<file path="src/rtl/mc_ctrl_fsm_pkg.sv">
// Shared constants for the multi-cycle MIPS control unit: ALU op codes, opcode/funct values, state encodings.
// Pure definitions; no latency or backpressure of its own.
package mc_ctrl_fsm_pkg;

  localparam logic [5:0] ADD_OP  = 6'h01;
  localparam logic [5:0] ADDU_OP = 6'h02;
  localparam logic [5:0] SUBU_OP = 6'h03;
  localparam logic [5:0] AND_OP  = 6'h04;
  localparam logic [5:0] OR_OP   = 6'h05;
  localparam logic [5:0] SLT_OP  = 6'h06;
  localparam logic [5:0] LUI_OP  = 6'h07;

  localparam logic [5:0] OPC_RTYPE = 6'b000000;
  localparam logic [5:0] OPC_J     = 6'b000010;
  localparam logic [5:0] OPC_BEQ   = 6'b000100;
  localparam logic [5:0] OPC_ADDIU = 6'b001001;
  localparam logic [5:0] OPC_ORI   = 6'b001101;
  localparam logic [5:0] OPC_LUI   = 6'b001111;
  localparam logic [5:0] OPC_LW    = 6'b100011;
  localparam logic [5:0] OPC_SW    = 6'b101011;

  localparam logic [5:0] FN_ADD  = 6'b100000;
  localparam logic [5:0] FN_ADDU = 6'b100001;
  localparam logic [5:0] FN_SUBU = 6'b100011;
  localparam logic [5:0] FN_AND  = 6'b100100;
  localparam logic [5:0] FN_OR   = 6'b100101;
  localparam logic [5:0] FN_SLT  = 6'b101010;

  localparam logic [3:0] S_IDLE     = 4'd0;
  localparam logic [3:0] S_FETCH    = 4'd1;
  localparam logic [3:0] S_DECODE   = 4'd2;
  localparam logic [3:0] S_EXEC_R   = 4'd3;
  localparam logic [3:0] S_EXEC_I   = 4'd4;
  localparam logic [3:0] S_ALU_WB   = 4'd5;
  localparam logic [3:0] S_MEM_ADDR = 4'd6;
  localparam logic [3:0] S_MEM_RD   = 4'd7;
  localparam logic [3:0] S_MEM_WB   = 4'd8;
  localparam logic [3:0] S_MEM_WR   = 4'd9;
  localparam logic [3:0] S_BRANCH   = 4'd10;
  localparam logic [3:0] S_JUMP     = 4'd11;

  typedef enum logic [1:0] {
    CLS_R     = 2'd0,
    CLS_ORI   = 2'd1,
    CLS_LUI   = 2'd2,
    CLS_ADDIU = 2'd3
  } exec_cls_t;

  function automatic logic funct_ok(input logic [5:0] fn);
    case (fn)
      FN_ADD, FN_ADDU, FN_SUBU, FN_AND, FN_OR, FN_SLT: return 1'b1;
      default:                                         return 1'b0;
    endcase
  endfunction

  function automatic logic [5:0] funct_alu_op(input logic [5:0] fn);
    case (fn)
      FN_ADD:  return ADD_OP;
      FN_SUBU: return SUBU_OP;
      FN_AND:  return AND_OP;
      FN_OR:   return OR_OP;
      FN_SLT:  return SLT_OP;
      default: return ADDU_OP;
    endcase
  endfunction

endpackage

</file>
<file path="src/rtl/mc_wait_timer.sv">
// Counts memory wait cycles and flags a timeout when the count reaches MEM_TIMEOUT (0 disables).
// Timeout is combinational on the current wait cycle; a same-cycle ready suppresses it.
module mc_wait_timer #(
  parameter int MEM_TIMEOUT = 16
) (
  input  logic clk,
  input  logic rst,
  input  logic req,
  input  logic ready,
  input  logic clr,
  output logic timeout
);

  localparam int CW = (MEM_TIMEOUT > 0) ? $clog2(MEM_TIMEOUT + 1) : 1;

  logic [CW-1:0] cnt;
  logic          wait_cyc;

  assign wait_cyc = req & ~ready;

  always_ff @(posedge clk or posedge rst) begin
    if (rst) begin
      cnt <= '0;
    end else if (clr || (req && ready)) begin
      cnt <= '0;
    end else if (wait_cyc && (cnt != '1)) begin
      cnt <= cnt + CW'(1);
    end
  end

  assign timeout = (MEM_TIMEOUT > 0) && wait_cyc && (cnt == CW'(MEM_TIMEOUT));

endmodule

</file>
<file path="src/rtl/mc_ctrl_fsm.sv">
// Multi-cycle MIPS main control: fetch/decode/execute/memory/writeback sequencing, 1 state per cycle.
// Stalls in FETCH/MEM_RD/MEM_WR until mem_ready; a stall reaching MEM_TIMEOUT raises bus_err and drops to IDLE.
module mc_ctrl_fsm
  import mc_ctrl_fsm_pkg::*;
#(
  parameter int MEM_TIMEOUT = 16
) (
  input  logic       clk,
  input  logic       rst,
  input  logic [5:0] opcode,
  input  logic [5:0] funct,
  input  logic       alu_zero,
  input  logic       mem_ready,
  output logic       mem_req,
  output logic       mem_we,
  output logic       iord,
  output logic       ir_we,
  output logic       pc_we,
  output logic [1:0] pc_src,
  output logic       reg_we,
  output logic       reg_dst,
  output logic       mem_to_reg,
  output logic       alu_src_a,
  output logic [1:0] alu_src_b,
  output logic       ext_zero,
  output logic [5:0] alu_ctrl,
  output logic       instr_done,
  output logic       illegal_op,
  output logic       bus_err
);

  logic [3:0] state;
  logic [3:0] state_nxt;
  exec_cls_t  cls;
  exec_cls_t  dec_cls;
  logic [3:0] dec_nxt;
  logic       dec_legal;
  logic       req_state;
  logic       timeout;

  assign req_state = (state == S_FETCH) || (state == S_MEM_RD) || (state == S_MEM_WR);

  mc_wait_timer #(.MEM_TIMEOUT(MEM_TIMEOUT)) u_wait_timer (
    .clk     (clk),
    .rst     (rst),
    .req     (req_state),
    .ready   (mem_ready),
    .clr     (state_nxt != state),
    .timeout (timeout)
  );

  always_comb begin
    dec_legal = 1'b1;
    dec_cls   = CLS_R;
    dec_nxt   = S_FETCH;
    case (opcode)
      OPC_RTYPE: begin
        dec_legal = funct_ok(funct);
        dec_nxt   = S_EXEC_R;
      end
      OPC_ORI: begin
        dec_cls = CLS_ORI;
        dec_nxt = S_EXEC_I;
      end
      OPC_LUI: begin
        dec_cls = CLS_LUI;
        dec_nxt = S_EXEC_I;
      end
      OPC_ADDIU: begin
        dec_cls = CLS_ADDIU;
        dec_nxt = S_EXEC_I;
      end
      OPC_LW, OPC_SW: dec_nxt = S_MEM_ADDR;
      OPC_BEQ:        dec_nxt = S_BRANCH;
      OPC_J:          dec_nxt = S_JUMP;
      default:        dec_legal = 1'b0;
    endcase
    if (!dec_legal) begin
      dec_nxt = S_FETCH;
    end
  end

  always_ff @(posedge clk or posedge rst) begin
    if (rst) begin
      state <= S_IDLE;
      cls   <= CLS_R;
    end else begin
      state <= state_nxt;
      if (state == S_DECODE) begin
        cls <= dec_cls;
      end
    end
  end

  always_comb begin
    state_nxt  = state;
    mem_req    = 1'b0;
    mem_we     = 1'b0;
    iord       = 1'b0;
    ir_we      = 1'b0;
    pc_we      = 1'b0;
    pc_src     = 2'd0;
    reg_we     = 1'b0;
    reg_dst    = 1'b0;
    mem_to_reg = 1'b0;
    alu_src_a  = 1'b0;
    alu_src_b  = 2'd0;
    ext_zero   = 1'b0;
    alu_ctrl   = 6'b0;
    instr_done = 1'b0;
    illegal_op = 1'b0;
    bus_err    = 1'b0;
    case (state)
      S_IDLE: state_nxt = S_FETCH;
      S_FETCH: begin
        mem_req   = 1'b1;
        alu_src_b = 2'd1;
        alu_ctrl  = ADDU_OP;
        if (mem_ready) begin
          ir_we     = 1'b1;
          pc_we     = 1'b1;
          state_nxt = S_DECODE;
        end else if (timeout) begin
          bus_err   = 1'b1;
          state_nxt = S_IDLE;
        end
      end
      S_DECODE: begin
        alu_src_b  = 2'd3;
        alu_ctrl   = ADDU_OP;
        illegal_op = ~dec_legal;
        state_nxt  = dec_nxt;
      end
      S_EXEC_R: begin
        alu_src_a = 1'b1;
        alu_ctrl  = funct_alu_op(funct);
        state_nxt = S_ALU_WB;
      end
      S_EXEC_I: begin
        alu_src_a = 1'b1;
        alu_src_b = 2'd2;
        case (cls)
          CLS_ORI: begin
            alu_ctrl = OR_OP;
            ext_zero = 1'b1;
          end
          CLS_LUI: alu_ctrl = LUI_OP;
          default: alu_ctrl = ADDU_OP;
        endcase
        state_nxt = S_ALU_WB;
      end
      S_ALU_WB: begin
        reg_we     = 1'b1;
        reg_dst    = (cls == CLS_R);
        instr_done = 1'b1;
        state_nxt  = S_FETCH;
      end
      S_MEM_ADDR: begin
        alu_src_a = 1'b1;
        alu_src_b = 2'd2;
        alu_ctrl  = ADDU_OP;
        state_nxt = (opcode == OPC_SW) ? S_MEM_WR : S_MEM_RD;
      end
      S_MEM_RD: begin
        mem_req = 1'b1;
        iord    = 1'b1;
        if (mem_ready) begin
          state_nxt = S_MEM_WB;
        end else if (timeout) begin
          bus_err   = 1'b1;
          state_nxt = S_IDLE;
        end
      end
      S_MEM_WB: begin
        reg_we     = 1'b1;
        mem_to_reg = 1'b1;
        instr_done = 1'b1;
        state_nxt  = S_FETCH;
      end
      S_MEM_WR: begin
        mem_req = 1'b1;
        mem_we  = 1'b1;
        iord    = 1'b1;
        if (mem_ready) begin
          instr_done = 1'b1;
          state_nxt  = S_FETCH;
        end else if (timeout) begin
          // Abandoned write must not leave a strobe on the bus.
          mem_we    = 1'b0;
          bus_err   = 1'b1;
          state_nxt = S_IDLE;
        end
      end
      S_BRANCH: begin
        alu_src_a  = 1'b1;
        alu_ctrl   = SUBU_OP;
        instr_done = 1'b1;
        if (!alu_zero) begin
          pc_we  = 1'b1;
          pc_src = 2'd1;
        end
        state_nxt = S_FETCH;
      end
      S_JUMP: begin
        pc_we      = 1'b1;
        pc_src     = 2'd2;
        instr_done = 1'b1;
        state_nxt  = S_FETCH;
      end
      default: state_nxt = S_IDLE;
    endcase
  end

endmodule

</file>
<file path="config.mk">
export PLATFORM = sky130hd
export DESIGN_NAME = mc_ctrl_fsm
export DESIGN_NICKNAME = d
export VERILOG_FILES = /design/src/rtl/mc_ctrl_fsm_pkg.sv /design/src/rtl/mc_wait_timer.sv /design/src/rtl/mc_ctrl_fsm.sv
export SDC_FILE = /design/constraint.sdc
export NUM_CORES = 1
export LEC_CHECK = 0
export CORE_MARGIN = 5
export CORE_UTILIZATION = 48
export CTS_CLUSTER_DIAMETER = 50
export DETAILED_ROUTE_END_ITERATION = 16
export GPL_TIMING_DRIVEN = 1
export PLACE_DENSITY = 0.79
export SYNTH_ARGS = -nofsm -noshare
export SYNTH_HDL_FRONTEND = slang
export SYNTH_SLANG_ARGS = --single-unit
</file>
<file path="constraint.sdc">
create_clock -name clk -period 2.2 [get_ports clk]
set_input_delay 0.22 -clock clk [delete_from_list [all_inputs] [get_ports clk]]
set_output_delay 0.22 -clock clk [all_outputs]
set_load 0.005 [all_outputs]
</file>
**Word-level counts from Yosys, hierarchy flattened**

Index checks and enable logic that the tools add are counted.

- Bits in registers: 11
- Input bits: 16
- Output and inout port bits: 23
- Word-level logic and storage cells: 98

- Add/subtract/negate cells: 1
- Equal/unequal tests: 29
- Mux-type cells: 39
- Bitwise logic cells: 3
- Reduce and logical (&&, ||, !) cells: 23

Operator list:

| kind | count |
|---|---|
| $eq A6 B6 Y1 const B | 8 |
| $pmux W4 S7 | 1 |
| $mux W4 | 6 |
| $mux W1 | 20 |
| $pmux W4 S5 | 1 |
| $eq A6 B4 Y1 const B | 3 |
| $eq A4 B3 Y1 const B | 4 |
| $eq A4 B4 Y1 const B | 4 |
| $pmux W3 S5 | 1 |
| $pmux W2 S3 | 2 |
| $pmux W3 S4 | 1 |
| $mux W5 | 2 |
| $reduce_or A2 Y1 | 5 |
| $reduce_or A3 Y1 | 3 |
| $eq A4 B2 Y1 const B | 2 |
| $reduce_or A4 Y1 | 2 |
| $reduce_or A7 Y1 | 1 |
| $eq A6 B2 Y1 const B | 1 |
| $eq A6 B3 Y1 const B | 1 |
| $logic_not A6 Y1 | 1 |
| $pmux W3 S2 | 1 |
| $reduce_or A6 Y1 | 1 |
| $add A5 B1 Y5 const B | 1 |
| $eq A5 B5 Y1 const B | 1 |
| other kinds (16) | 22 |

**Longest topological paths before layout**

Gate-level depths: netlist of the first run.

- Depth after elaboration: 11
- Gate-level depth with buffers: 8
- Mapped depth without buffers: 8

**Hierarchy**

From an unflattened synthesis of the first run, not the netlist that was laid out.

- Cell total of the unflattened synthesis: 185
- Area, all modules: 1376.3 µm²

By module, submodules not included:

| module | times used | cells each | area an instance (µm²) | sequential area each (µm²) |
|---|---|---|---|---|
| mc_ctrl_fsm | 1 | 148 | 1056.0 | 150.1 |
| mc_wait_timer | 1 | 37 | 320.3 | 125.1 |

**Worst setup path after synthesis of the first run**

No wires, ideal clock.

- Path kind: reg-to-reg
- Start: register state[3]
- End: register u_wait_timer.cnt[1]
- Library setup time: 143 ps
- Arrival: 1587 ps
- Required time: 2057 ps
- Setup slack: 470 ps
- Cell stages (with the launch flop): 7
- Cell sequence: dfrtp_1 -> or4b_1 -> clkbuf_1 -> nor3_1 -> nand2_1 -> o211ai_1 -> nor3_2

- Word-level cells in the longest chain between the ends: 11
- Elaborated cells on any way between the ends: 29
- Those cells by class: eq/ne: 12; mux: 6; bitwise: 1; reduce/logical: 10

RTL lines:

| element | RTL line | RTL |
|---|---|---|
| start: declaration | mc_ctrl_fsm.sv:32 | `logic [3:0] state;` |
| start signal: assignment | mc_ctrl_fsm.sv:88 | `state <= state_nxt;` |
| $eq A4 B1 Y1 or $eq A4 B3 Y1 (tied branches) | mc_ctrl_fsm.sv:41, mc_ctrl_fsm.sv:113 |  |
| $logic_or A1 B1 Y1 (2 in a row) | mc_ctrl_fsm.sv:41 | `assign req_state = (state == S_FETCH) \|\| (state == S_MEM_RD) \|\| (state == S_MEM_WR);` |
| $and A1 B1 Y1 | mc_wait_timer.sv:19 | `assign wait_cyc = req & ~ready;` |
| $logic_and A1 B1 Y1 | mc_wait_timer.sv:31 | `assign timeout = (MEM_TIMEOUT > 0) && wait_cyc && (cnt == CW'(MEM_TIMEOUT));` |
| $mux W4 | mc_ctrl_fsm.sv:123, mc_ctrl_fsm.sv:169, mc_ctrl_fsm.sv:187 |  |
| $mux W4 (on tied branches) | mc_ctrl_fsm.sv:184, mc_ctrl_fsm.sv:119, mc_ctrl_fsm.sv:167 |  |
| $pmux W4 S7 | mc_ctrl_fsm.sv:113 | `case (state)` |
| $ne A4 B4 Y1 | mc_ctrl_fsm.sv:48 | `.clr (state_nxt != state),` |
| $logic_or A1 B1 Y1 | mc_wait_timer.sv:24 | `end else if (clr \|\| (req && ready)) begin` |
| $mux W5 or $reduce_bool A2 Y1 (tied branches) | -- |  |
| end signal: assignment | mc_wait_timer.sv:27 | `cnt <= cnt + CW'(1);` |
| end: declaration | mc_wait_timer.sv:16 | `logic [CW-1:0] cnt;` |

Parallel ways exist; a longest one is shown, timed or not.
A chain may end at the register's enable or synchronous reset.

**Worst setup path after layout of the first run**

- Start: register state[0]
- End: output port bus_err

- Word-level cells in the longest chain between the ends: 8
- Elaborated cells on any way between the ends: 11
- Those cells by class: eq/ne: 3; mux: 3; bitwise: 1; reduce/logical: 4

RTL lines:

| element | RTL line | RTL |
|---|---|---|
| $eq A4 B1 Y1 or $eq A4 B3 Y1 (tied branches) | mc_ctrl_fsm.sv:41, mc_ctrl_fsm.sv:113 |  |
| $logic_or A1 B1 Y1 (2 in a row) | mc_ctrl_fsm.sv:41 |  |
| $and A1 B1 Y1 | mc_wait_timer.sv:19 |  |
| $logic_and A1 B1 Y1 | mc_wait_timer.sv:31 |  |
| $mux W1 | mc_ctrl_fsm.sv:123, mc_ctrl_fsm.sv:169, mc_ctrl_fsm.sv:187 |  |
| $mux W1 | mc_ctrl_fsm.sv:119 | `if (mem_ready) begin` |
| $mux W1 (*) | -- |  |
| end: declaration | mc_ctrl_fsm.sv:29 | `output logic bus_err` |

Mark *: on every way between the ends. The rest lies on a longest branch, timed or not.

==> metrics.md, run 1 <==
| Metric | Value |
|---|---|
| Min-delay worst type | `in -> async` |
| Final worst-path cycle share | `98.1%` |
| CTS Buffer Depth | `2` |
| Total power | `0.00172 W` |
| Die Y | `64.1 um` |
| Final setup violation count | `0` |
| Crit-path slowest cell | `clkdlybuf4s50_1` |
| Max H-tree Level | `1` |
| Slew Limit Fails | `0` |
| WP data required | `1.98 ns` |
| Status | `completed` |
| # diodes | `0` |
| I/O pin cnt | `39` |
| Element type at the critical path end | `output port` |
| CTS tree | `built` |
| Post-route ant nets | `0` |
| Commonest non-fill, non-tap cell in the layout | `clkdlybuf4s50_1` |
| Setup slack at placement | `-0.00569 ns` |
| Pwr/cell area | `852 nW/um^2` |
| Peak supply drop | `0.865 mV` |
| Final worst setup slack | `0.0409 ns` |
| Design Area, Final | `2020 sq um` |
| Synth Area in Compound Gates | `23.2%` |
| Multi-input logic area | `1070 sq um` |
| Post-route minimum period | `2.16 ns` |
| Area share of fa/ha/maj cells after synthesis | `5.34%` |
| Avg Cell Area, Syn | `7.60 sq um` |
| EDFF count, synth | `0` |
| Seq/Total Area, Yosys | `19.6%` |
| Xor-xnor portion of the synthesized cell area | `3.12%` |
| Worst-case reg-to-reg path depth | `7` |
| Post-layout nets | `254` |
| Buf/Inv on CP | `2` |
| Fillcell total | `216` |
| Worst R2R Start | `state[2]` |
| DR pass1 iterations | `4` |
| Routed WL per cell | `15.2 um` |
| Register area | `277 sq um` |
| Synth warnings | `0` |
| Critical Path AT | `1.94 ns` |
| Post-synthesis cell type with the largest combined area | `dfrtp_1` |
| Worst R2R End | `u_wait_timer.cnt[4]` |
| Mux contribution to synthesized area | `1.42%` |
| Tightest Pin Transition | `0.611 ns` |
| Clock-pin slew on the worst setup and hold paths | `0.06 ns` |
| First-pass GRT wire length | `6400 um` |
| Placement Rows | `19` |
| Fmax | `463 MHz` |
| Startpoint types | `flip-flop` |
| Post-Syn Instances | `185` |
| Initial antenna violation count | `0` |
| Lkg Pwr | `0.899 nW` |
| # DRC | `0` |
| Core footprint | `2780 sq um` |
| Share of layout cells above drive strength 1 | `22.9%` |
| Top cell type's share of synthesized area | `19.6%` |
| Delay-heaviest family, CP | `simple AND/OR/NAND/NOR gates` |
| Mapped Area | `1410 sq um` |
| Largest net degree at the start of global routing | `29` |
| GPL Wtd Cong | `0.904` |
| CTS sink cnt | `11` |
| Die area | `4110 sq um` |
| Port buffer count | `35` |
| Hold_ws | `0.244 ns` |
| Hold Vio Cnt, Final | `0` |
| Starting Density | `50.5%` |
| Largest cells by area after synthesis | `dfrtp_1 (20%), nor2_1 (6.4%), ha_1 (5.3%), nand2_1 (3.7%), nor3_2 (3.6%)` |
| R2r setup slk | `0.18 ns` |
| Syn-to-layout area delta | `43.6%` |
| Largest family of logic cells by synthesized area | `simple AND/OR/NAND/NOR gates` |
| Worst skew pair latency | `0.26 ns` |
| Max Clock Skew | `0.00333 ns` |
| Routed Wire Length | `3990 um` |
| Number of buffers created by CTS | `3` |
| Worst Path Max Fanout | `28` |
| Detailed Place HPWL | `3020 um` |
| CP peak stage delay | `0.44 ns` |
| Root Driver | `clkbuf_4` |
| DRT iter0 DRCs | `141` |
| Most frequent cells in the layout | `clkdlybuf4s50_1 (29), nor2_1 (23), buf_4 (18), nand2_1 (13), dfrtp_1 (10)` |
| Die W | `64.1 um` |
| Post-DP Area | `1830 sq um` |
| Cell Chain, Critical Path | `buf_12 -> and4b_1 -> or2_1 -> and3_1 -> clkdlybuf4s50_1` |
| Post-Synth Simple-Gate Area | `36.2%` |
| WS Path Type | `reg -> out` |
| Fin Setup TNS | `0 ns` |
| Library cells used by synthesis | `56` |
| Unrepaired setup endpoints after global routing | `true` |
| Slew Limit Headroom | `59.1%` |
| FF+latch count, synth | `11` |
| Asr flop ratio synth | `100%` |
| Vias post-DR | `1534` |
| DR vias/cell | `5.85` |
| Top_reg_cell synth | `dfrtp_1` |
| GRT Overall Usage | `18.7%` |
| GRT overflow | `0` |
| Vias in the first global route | `1513` |
| Max Cap Viol | `0` |
-- Yosys cell counts, types with 4 or more instances --
library cell and n:
a21oi_1 7, and3_1 5, buf_4 5, clkbuf_1 7
dfrtp_1 11, ha_1 6, inv_1 7, nand2_1 14
nand2b_1 5, nand3_1 6, nor2_1 24, nor2b_1 6
nor3_1 6, nor3_2 5, nor4_1 4, o21ai_0 4
o21ai_1 5, xnor2_1 4
-- metrics by stage --
stage	utilization [%]	std cells
after global routing	72.6	262
final	72.6	262
after floorplan	-	187
after global placement	65.9	253
after CTS	67.4	257
after detailed placement	65.9	253
-- layout make-up --
| type | instances | area share (%) |
|---|---|---|
| Multi-Input combinational cell | 151 | 52.9 |
| Timing Repair Buffer | 57 | 28.5 |
| Sequential cell | 11 | 13.7 |
| Tap cell | 31 | 1.92 |
| Inverter | 8 | 1.61 |
| Clock buffer | 4 | 1.30 |
-- flip-flops by register name, indices dropped and copies added (netlist names) --
name	count
u_wait_timer.cnt	5
cls	2
state	4
-- cells by family (layout without fill, tap and decap cells) --
group | count (synthesis) | count (layout)
buffers and inverters | 25 | 69
DFF | 11 | 11
adders and majority gates | 6 | 6
other | 1 | 3
xor gates and xnor gates | 5 | 5
muxes | 2 | 2
and+or+nand+nor | 91 | 91
AOI/OAI and AO/OA | 44 | 44
-- how the worst max path moves through the flow --
| stage | startpoint | end | slack [ns] | cells past startpoint |
|---|---|---|---|---|
| global route | state[0] | bus_err | -0.01 | 5 |
| CTS | state[2] | alu_src_a | -0.002 | 6 |
| floorplan | state[3] | u_wait_timer.cnt[1] | 0.47 | 6 |
| detailed placement | funct[1] | illegal_op | -0.006 | 6 |
| finish | state[0] | bus_err | 0.04 | 5 |
| global placement | funct[3] | alu_ctrl[2] | 0.06 | 6 |
-- metal layers --
| metal | up-vias | track usage [%] | part of all wire, % |
|---|---|---|---|
| met4 | 0 | 7.63 | 1.7 |
| met3 | 6 | 2.28 | 5.5 |
| li1 | 757 | - | - |
| met5 | - | 0 | 0 |
| met1 | 713 | 23.6 | 43 |
| met2 | 58 | 32.0 | 50 |
-- power breakdown --
group	internal [W]	leakage [nW]	switching, W
Clock	0.0000700	0.0150	0.0000590
Sequential	0.000246	0.146	0.0000543
Combinational	0.000628	0.738	0.000662
Total	0.000945	0.899	0.000775
-- timing repair --
item,CTS,global route
setup buffers,0,5
resized for setup,4,27
pin swaps,0,4
hold buffers,0,0
setup endpoints to repair,3,15
Note: power is estimated with default switching activity, not from simulation.
==> run 2: changes to the inputs <==
==> constraint.sdc (replaced) <==
create_clock -name clk -period 2.3 [get_ports clk]
set_input_delay 0.23 -clock clk [delete_from_list [all_inputs] [get_ports clk]]
set_output_delay 0.23 -clock clk [all_outputs]
set_load 0.01 [all_outputs]
==> run 2 against run 1 <==
  * Sequential power fell by 7.0%
  * Via count fell by 2.0%
  * Combinational power fell by 8%
  * Largest cell class unchanged
  * Flip-flop and latch count did not move
==> metrics.md, run 2 (synthesized netlist as in run 1, its figures left out) <==
| Metric | Value |
|---|---|
| Peak supply drop | `0.583 mV (was 0.865 mV)` |
| Fin Setup TNS | `0 ns (unchanged)` |
| Die Y | `64.1 um (unchanged)` |
| Fmax | `449 MHz` |
| Detailed Place HPWL | `3050 um (was 3020 um)` |
| CTS hold repair buffers | `0 (unchanged)` |
| Slew Limit Headroom | `57.7% (was 59.1%)` |
| First-pass GRT wire length | `6410 um (was 6400 um)` |
| Post-route minimum period | `2.23 ns` |
| WS Path Type | `reg -> out (unchanged)` |
| Max Clock Skew | `0.00405 ns (was 0.00333 ns)` |
| Root Driver | `clkbuf_4 (unchanged)` |
| Status | `completed (unchanged)` |
| # diodes | `0 (unchanged)` |
| Cell Chain, Critical Path | `buf_4 -> and4b_1 -> or2_1 -> and3_1 -> clkdlybuf4s50_1 (was buf_12 -> and4b_1 -> or2_1 -> and3_1 -> clkdlybuf4s50_1)` |
| Worst R2R Start | `state[2] (unchanged)` |
| Routed Wire Length | `3920 um (was 3990 um)` |
| Tightest Pin Transition | `0.632 ns (was 0.611 ns)` |
| Worst skew pair latency | `0.27 ns (was 0.26 ns)` |
| Syn-to-layout area delta | `34.4% (was 43.6%)` |
| Worst Path Max Fanout | `15 (was 28)` |
| Core footprint | `2780 sq um (unchanged)` |
| Min-delay worst type | `in -> async (unchanged)` |
| Largest register by flop count | `u_wait_timer.cnt (unchanged)` |
| Vias post-DR | `1503 (was 1534)` |
| CP startpoint | `state[3] (was state[0])` |
| Register area | `277 sq um (unchanged)` |
| Lkg Pwr | `0.811 nW (was 0.899 nW)` |
| Multi-input logic area | `1040 sq um (was 1070 sq um)` |
| Clock-pin slew on the worst setup and hold paths | `0.07 ns (was 0.06 ns)` |
| Slew Limit Fails | `0 (unchanged)` |
| Final setup violation count | `0 (unchanged)` |
| WP data required | `2.07 ns (was 1.98 ns)` |
| CTS tree | `built (unchanged)` |
| DR vias/cell | `5.89 (was 5.85)` |
| Starting Density | `50.5% (unchanged)` |
| I/O pin cnt | `39 (unchanged)` |
| Unrepaired setup endpoints after global routing | `true (unchanged)` |
| Routed WL per cell | `15.4 um (was 15.2 um)` |
| Port buffer count | `35 (unchanged)` |
| Layout Utilization | `67.9% (was 72.6%)` |
| GRT Overall Usage | `18.7% (about the same)` |
| Vias in the first global route | `1457 (was 1513)` |
| Final worst-path cycle share | `96.9%` |
| Element type at the critical path end | `output port (unchanged)` |
| Die W | `64.1 um (unchanged)` |
| Share of layout cells above drive strength 1 | `18.8% (was 22.9%)` |
| Delay-heaviest family, CP | `buffers and inverters (was simple AND/OR/NAND/NOR gates)` |
| Fillcell total | `234 (was 216)` |
| Setup slack at placement | `0.0256 ns (was -0.00569 ns)` |
| Commonest non-fill, non-tap cell in the layout | `clkdlybuf4s50_1 (unchanged)` |
| Biggest regs | `u_wait_timer.cnt: 5 flops, state: 4 flops, cls: 2 flops (unchanged)` |
| CP peak stage delay | `0.47 ns (was 0.44 ns)` |
| Post-route ant nets | `0 (unchanged)` |
| Largest net degree at the start of global routing | `29 (unchanged)` |
| CTS Buffer Depth | `2 (unchanged)` |
| Die area | `4110 sq um (unchanged)` |
| Non-Filler Instances | `255 (was 262)` |
| Hold Vio Cnt, Final | `0 (unchanged)` |
| Final worst setup slack | `0.0721 ns (was 0.0409 ns)` |
| Number of flip-flops in the largest register | `5 (unchanged)` |
| Startpoint types | `flip-flop (unchanged)` |
| DRT iter0 DRCs | `120 (was 141)` |
| CTS sink cnt | `11 (unchanged)` |
| GRT overflow | `0 (unchanged)` |
| Pwr/cell area | `845 nW/um^2 (was 852 nW/um^2)` |
| Placed instance count | `249 (was 253)` |
| Buf/Inv on CP | `2 (unchanged)` |
| # DRC | `0 (unchanged)` |
| Post-layout nets | `247 (was 254)` |
| DR pass1 iterations | `4 (unchanged)` |
| Placement Rows | `19 (unchanged)` |
| Initial antenna violation count | `0 (unchanged)` |
| Crit-path slowest cell | `clkdlybuf4s50_1 (unchanged)` |
| Number of buffers created by CTS | `3 (unchanged)` |
| Critical Path AT | `2.00 ns (was 1.94 ns)` |
| Max Cap Viol | `0 (unchanged)` |
| Max H-tree Level | `1 (unchanged)` |
| GPL Wtd Cong | `0.886 (was 0.904)` |
| Most frequent cells in the layout | `clkdlybuf4s50_1 (30), nor2_1 (23), buf_4 (14), nand2_1 (13), dfrtp_1 (10) (was clkdlybuf4s50_1 (29), nor2_1 (23), buf_4 (18), nand2_1 (13), dfrtp_1 (10))` |
## run 2: cell types whose count changed in the layout (fill, tap and decap cells not counted), moves of 2 or more
cell            before  now
dlygate4sd2_1        0    2
buf_4               18   14
buf_12               3    0
dlymetal6s2s_1       6    3
## run 2: final timing paths
kind,cells after the start,slack [ns],endpoint
max in group asynchronous,2,1.77,state[2]
worst max-delay path,5,0.07,bus_err
min in group clk,1,0.52,cls[1]
worst min register to register,1,0.52,cls[1]
worst min-delay path,2,0.23,cls[1]
worst max register to register,7,0.23,u_wait_timer.cnt[1]
## run 2: area by class of cell
cell class | count | area share [%]
Clock buffer | 4 | 1.39
Timing Repair Buffer | 50 | 25.0
Tap cell | 31 | 2.05
Multi-Input combinational cell | 151 | 55.2
Sequential cell | 11 | 14.6
Inverter | 8 | 1.72
## run 2: where the power goes
group / switching, W / internal, W / total [W]
clock network: 0.0000615 / 0.0000671 / 0.000129
logic: 0.000659 / 0.000528 / 0.00119
registers: 0.0000452 / 0.000235 / 0.000280
total: 0.000765 / 0.000830 / 0.00160
## run 2: worst register-to-register path: stages, from the launching register on
cell	delay (ns)
dfrtp_2	0.44
buf_4	0.16
or4b_1	0.53
buf_4	0.19
nor3_1	0.12
nand2_1	0.09
o211ai_1	0.31
nor3_2	0.09
## run 2: metal layers
metal / share of wire, % / up-vias / routed length [um] / GRT usage [%]
met3: 6.3 / 8 / 246 / 1.58
met1: 42 / 699 / 1630 / 22.6
met2: 50 / 58 / 1950 / 33.3
met4: 2.5 / 0 / 99 / 8.40
li1: - / 738 / - / -
met5: 0 / - / 0 / 0
## run 2: repair_timing
| item | CTS | global route |
|---|---|---|
| endpoints found under the setup margin | 4 | 8 |
| setup buffers | 0 | 2 |
| pin swaps | 0 | 1 |
| resized for setup | 7 | 14 |
| endpoints found under the hold margin | 0 | 0 |
## run 2: through the flow
stage	cell area [sq um]	hold slack, ns	total power (W)
after CTS	1820	0.244	0.00152
after global routing	1890	0.268	0.00172
after detailed placement	1780	0.498	0.00138
after floorplan	1410	0.0824	0.000997
after global placement	1780	0.498	0.00135
final	1890	0.232	0.00160
==> run 3: changes to the inputs <==
CORE_UTILIZATION = 45   (was 48)
PLACE_DENSITY = 0.75   (was 0.79)
==> run 3 against run 2 <==
  * Hold slack better by 0.019 ns
  * First-iteration DRC count up 33%
  * Non-clock buffer count down 2
  * Critical endpoint is now alu_ctrl[2]
  * Largest cell class unchanged
==> metrics.md, run 3 (synthesized netlist as in run 1, its figures left out) <==
| Metric | Value |
|---|---|
| Lkg Pwr | `0.830 nW (was 0.811 nW)` |
| WP data required | `2.07 ns (about the same)` |
| CTS sink cnt | `11 (unchanged)` |
| Syn-to-layout area delta | `34.3% (was 34.4%)` |
| Most frequent cells in the layout | `clkdlybuf4s50_1 (29), nor2_1 (23), nand2_1 (13), buf_4 (12), dfrtp_1 (11) (was clkdlybuf4s50_1 (30), nor2_1 (23), buf_4 (14), nand2_1 (13), dfrtp_1 (10))` |
| Detailed Place HPWL | `2900 um (was 3050 um)` |
| Vias in the first global route | `1399 (was 1457)` |
| CTS tree | `built (unchanged)` |
| Max Cap Viol | `0 (unchanged)` |
| Share of layout cells above drive strength 1 | `17.1% (was 18.8%)` |
| GRT overflow | `0 (unchanged)` |
| Worst R2R End | `u_wait_timer.cnt[4] (was u_wait_timer.cnt[1])` |
| # diodes | `0 (unchanged)` |
| Setup Buffers After CTS | `0 (unchanged)` |
| Commonest non-fill, non-tap cell in the layout | `clkdlybuf4s50_1 (unchanged)` |
| Starting Density | `46.4% (was 50.5%)` |
| Startpoint types | `primary input (was flip-flop)` |
| Port buffer count | `35 (unchanged)` |
| Final setup violation count | `0 (unchanged)` |
| GPL Wtd Cong | `0.964 (was 0.886)` |
| Final worst setup slack | `0.0641 ns (was 0.0721 ns)` |
| Cell Chain, Critical Path | `clkdlybuf4s50_1 -> nor3b_1 -> o21ai_1 -> o31a_1 -> nor2_1 -> clkdlybuf4s50_1 (was buf_4 -> and4b_1 -> or2_1 -> and3_1 -> clkdlybuf4s50_1)` |
| CP peak stage delay | `0.54 ns (was 0.47 ns)` |
| Status | `completed (unchanged)` |
| DR vias/cell | `5.61 (was 5.89)` |
| Slew Limit Headroom | `62.4% (was 57.7%)` |
| Post-route ant nets | `0 (unchanged)` |
| Clock-pin slew on the worst setup and hold paths | `0.07 ns (about the same)` |
| Setup slack at placement | `0.0179 ns (was 0.0256 ns)` |
| Final worst-path cycle share | `97.2% (was 96.9%)` |
| Peak supply drop | `0.277 mV (was 0.583 mV)` |
| Die W | `65.9 um (was 64.1 um)` |
| Worst-case reg-to-reg path depth | `7 (unchanged)` |
| Largest register by flop count | `u_wait_timer.cnt (unchanged)` |
| Worst Path Max Fanout | `3 (was 15)` |
| Hold Vio Cnt, Final | `0 (unchanged)` |
| Biggest regs | `u_wait_timer.cnt: 5 flops, state: 4 flops, cls: 2 flops (unchanged)` |
| Routed Wire Length | `3680 um (was 3920 um)` |
| # DRC | `0 (unchanged)` |
| Fmax | `447 MHz (was 449 MHz)` |
| Element type at the critical path end | `output port (unchanged)` |
| Crit-path slowest cell | `clkdlybuf4s50_1 (unchanged)` |
| Post-route minimum period | `2.24 ns (was 2.23 ns)` |
| Slew Limit Fails | `0 (unchanged)` |
| Largest net degree at the start of global routing | `29 (unchanged)` |
| Min-delay worst type | `in -> async (unchanged)` |
| GRT Overall Usage | `17.3% (was 18.7%)` |
| Worst R2R Start | `state[0] (was state[2])` |
| Initial antenna violation count | `0 (unchanged)` |
| Vias post-DR | `1493 (was 1503)` |
| CTS hold repair buffers | `0 (unchanged)` |
| I/O pin cnt | `39 (unchanged)` |
| Placement Rows | `20 (was 19)` |
| Unrepaired setup endpoints after global routing | `true (unchanged)` |
| Number of flip-flops in the largest register | `5 (unchanged)` |
| DR pass1 iterations | `4 (unchanged)` |
| Die Y | `65.9 um (was 64.1 um)` |
| Post-layout nets | `245 (was 247)` |
| DRT iter0 DRCs | `160 (was 120)` |
| Max H-tree Level | `1 (unchanged)` |
| R2r setup slk | `0.37 ns (was 0.23 ns)` |
| Layout Utilization | `62.3% (was 67.9%)` |
| Routed WL per cell | `13.8 um (was 15.4 um)` |
| Tightest Pin Transition | `0.560 ns (was 0.632 ns)` |
| Most used cell along the critical path | `clkdlybuf4s50_1` |
| Worst skew pair latency | `0.27 ns (about the same)` |
| Max Clock Skew | `0.0118 ns (was 0.00405 ns)` |
| CTS Buffer Depth | `2 (unchanged)` |
| Die area | `4340 sq um (was 4110 sq um)` |
| Number of buffers created by CTS | `3 (unchanged)` |
| WS Path Type | `in -> out (was reg -> out)` |
| Pwr/cell area | `823 nW/um^2 (was 845 nW/um^2)` |
| Core footprint | `3030 sq um (was 2780 sq um)` |
| First-pass GRT wire length | `6170 um (was 6410 um)` |
| Critical Path AT | `2.01 ns (was 2.00 ns)` |
| Root Driver | `clkbuf_4 (unchanged)` |
| Fillcell total | `289 (was 234)` |
-- run 3: cell types whose count changed in the layout (fill, tap and decap cells not counted), sizes merged --
cell           change
dlygate4sd2        -1
dlymetal6s2s       +2
buf                -2
clkdlybuf4s50      -1
-- run 3: worst max path at each step --
| stage | to | cells after the start | from | slack [ns] |
|---|---|---|---|---|
| 2_1_floorplan | u_wait_timer.cnt[1] | 6 | state[3] | 0.57 |
| 3_3_place_gp | illegal_op | 6 | funct[1] | 0.07 |
| 3_5_place_dp | alu_ctrl[2] | 6 | funct[3] | 0.02 |
| 4_1_cts | illegal_op | 3 | state[0] | 0.001 |
| 5_1_grt | alu_ctrl[2] | 6 | funct[2] | -0.02 |
| 6_report | alu_ctrl[2] | 6 | funct[2] | 0.06 |
-- run 3: layout make-up --
cell class,count,area [sq um],share of cell area (%)
multi-input combinational,151,1030,54.6
timing repair buffer,48,467,24.7
sequential,11,275,14.6
clock buffer,4,26.3,1.39
inverter,8,32.5,1.72
tap,44,55.1,2.92
-- run 3: worst max-delay path, delay by kind of cell --
family | cells | cell delay (ns)
AO/OA/AOI/OAI | 2 | 0.38
AND/OR/NAND/NOR | 2 | 0.31
buffers and inverters | 2 | 1.08
-- run 3: power breakdown --
part	internal, W	switching (W)	leakage (nW)
Combinational	0.000513	0.000651	0.668
Sequential	0.000234	0.0000275	0.148
Clock	0.0000670	0.0000619	0.0150
-- run 3: stage by stage --
stage | hold WS (ns) | area [sq um] | TNS (ns) | cells | total power, W
6_report | 0.251 | 1890 | 0 | 266 | 0.00155
5_1_grt | 0.305 | 1890 | -0.0210 | 266 | 0.00168
4_1_cts | 0.267 | 1830 | 0 | 266 | 0.00153
3_5_place_dp | 0.524 | 1790 | 0 | 262 | 0.00139
3_3_place_gp | 0.530 | 1790 | 0 | 262 | 0.00137
2_1_floorplan | 0.0824 | 1410 | 0 | 187 | 0.000997
-- run 3: layer usage --
layer	track usage (%)	part of all wire, %	wire, um
met3	1.19	4.6	170
met1	22.7	43	1590
met4	4.66	0.84	31
met5	0	0	0
met2	30.4	51	1890
-- run 3: repair_timing --
action / 4_1_cts / 5_1_grt
gates resized for setup: 4 / 16
setup endpoints to repair: 3 / 10
pin swaps: 0 / 1
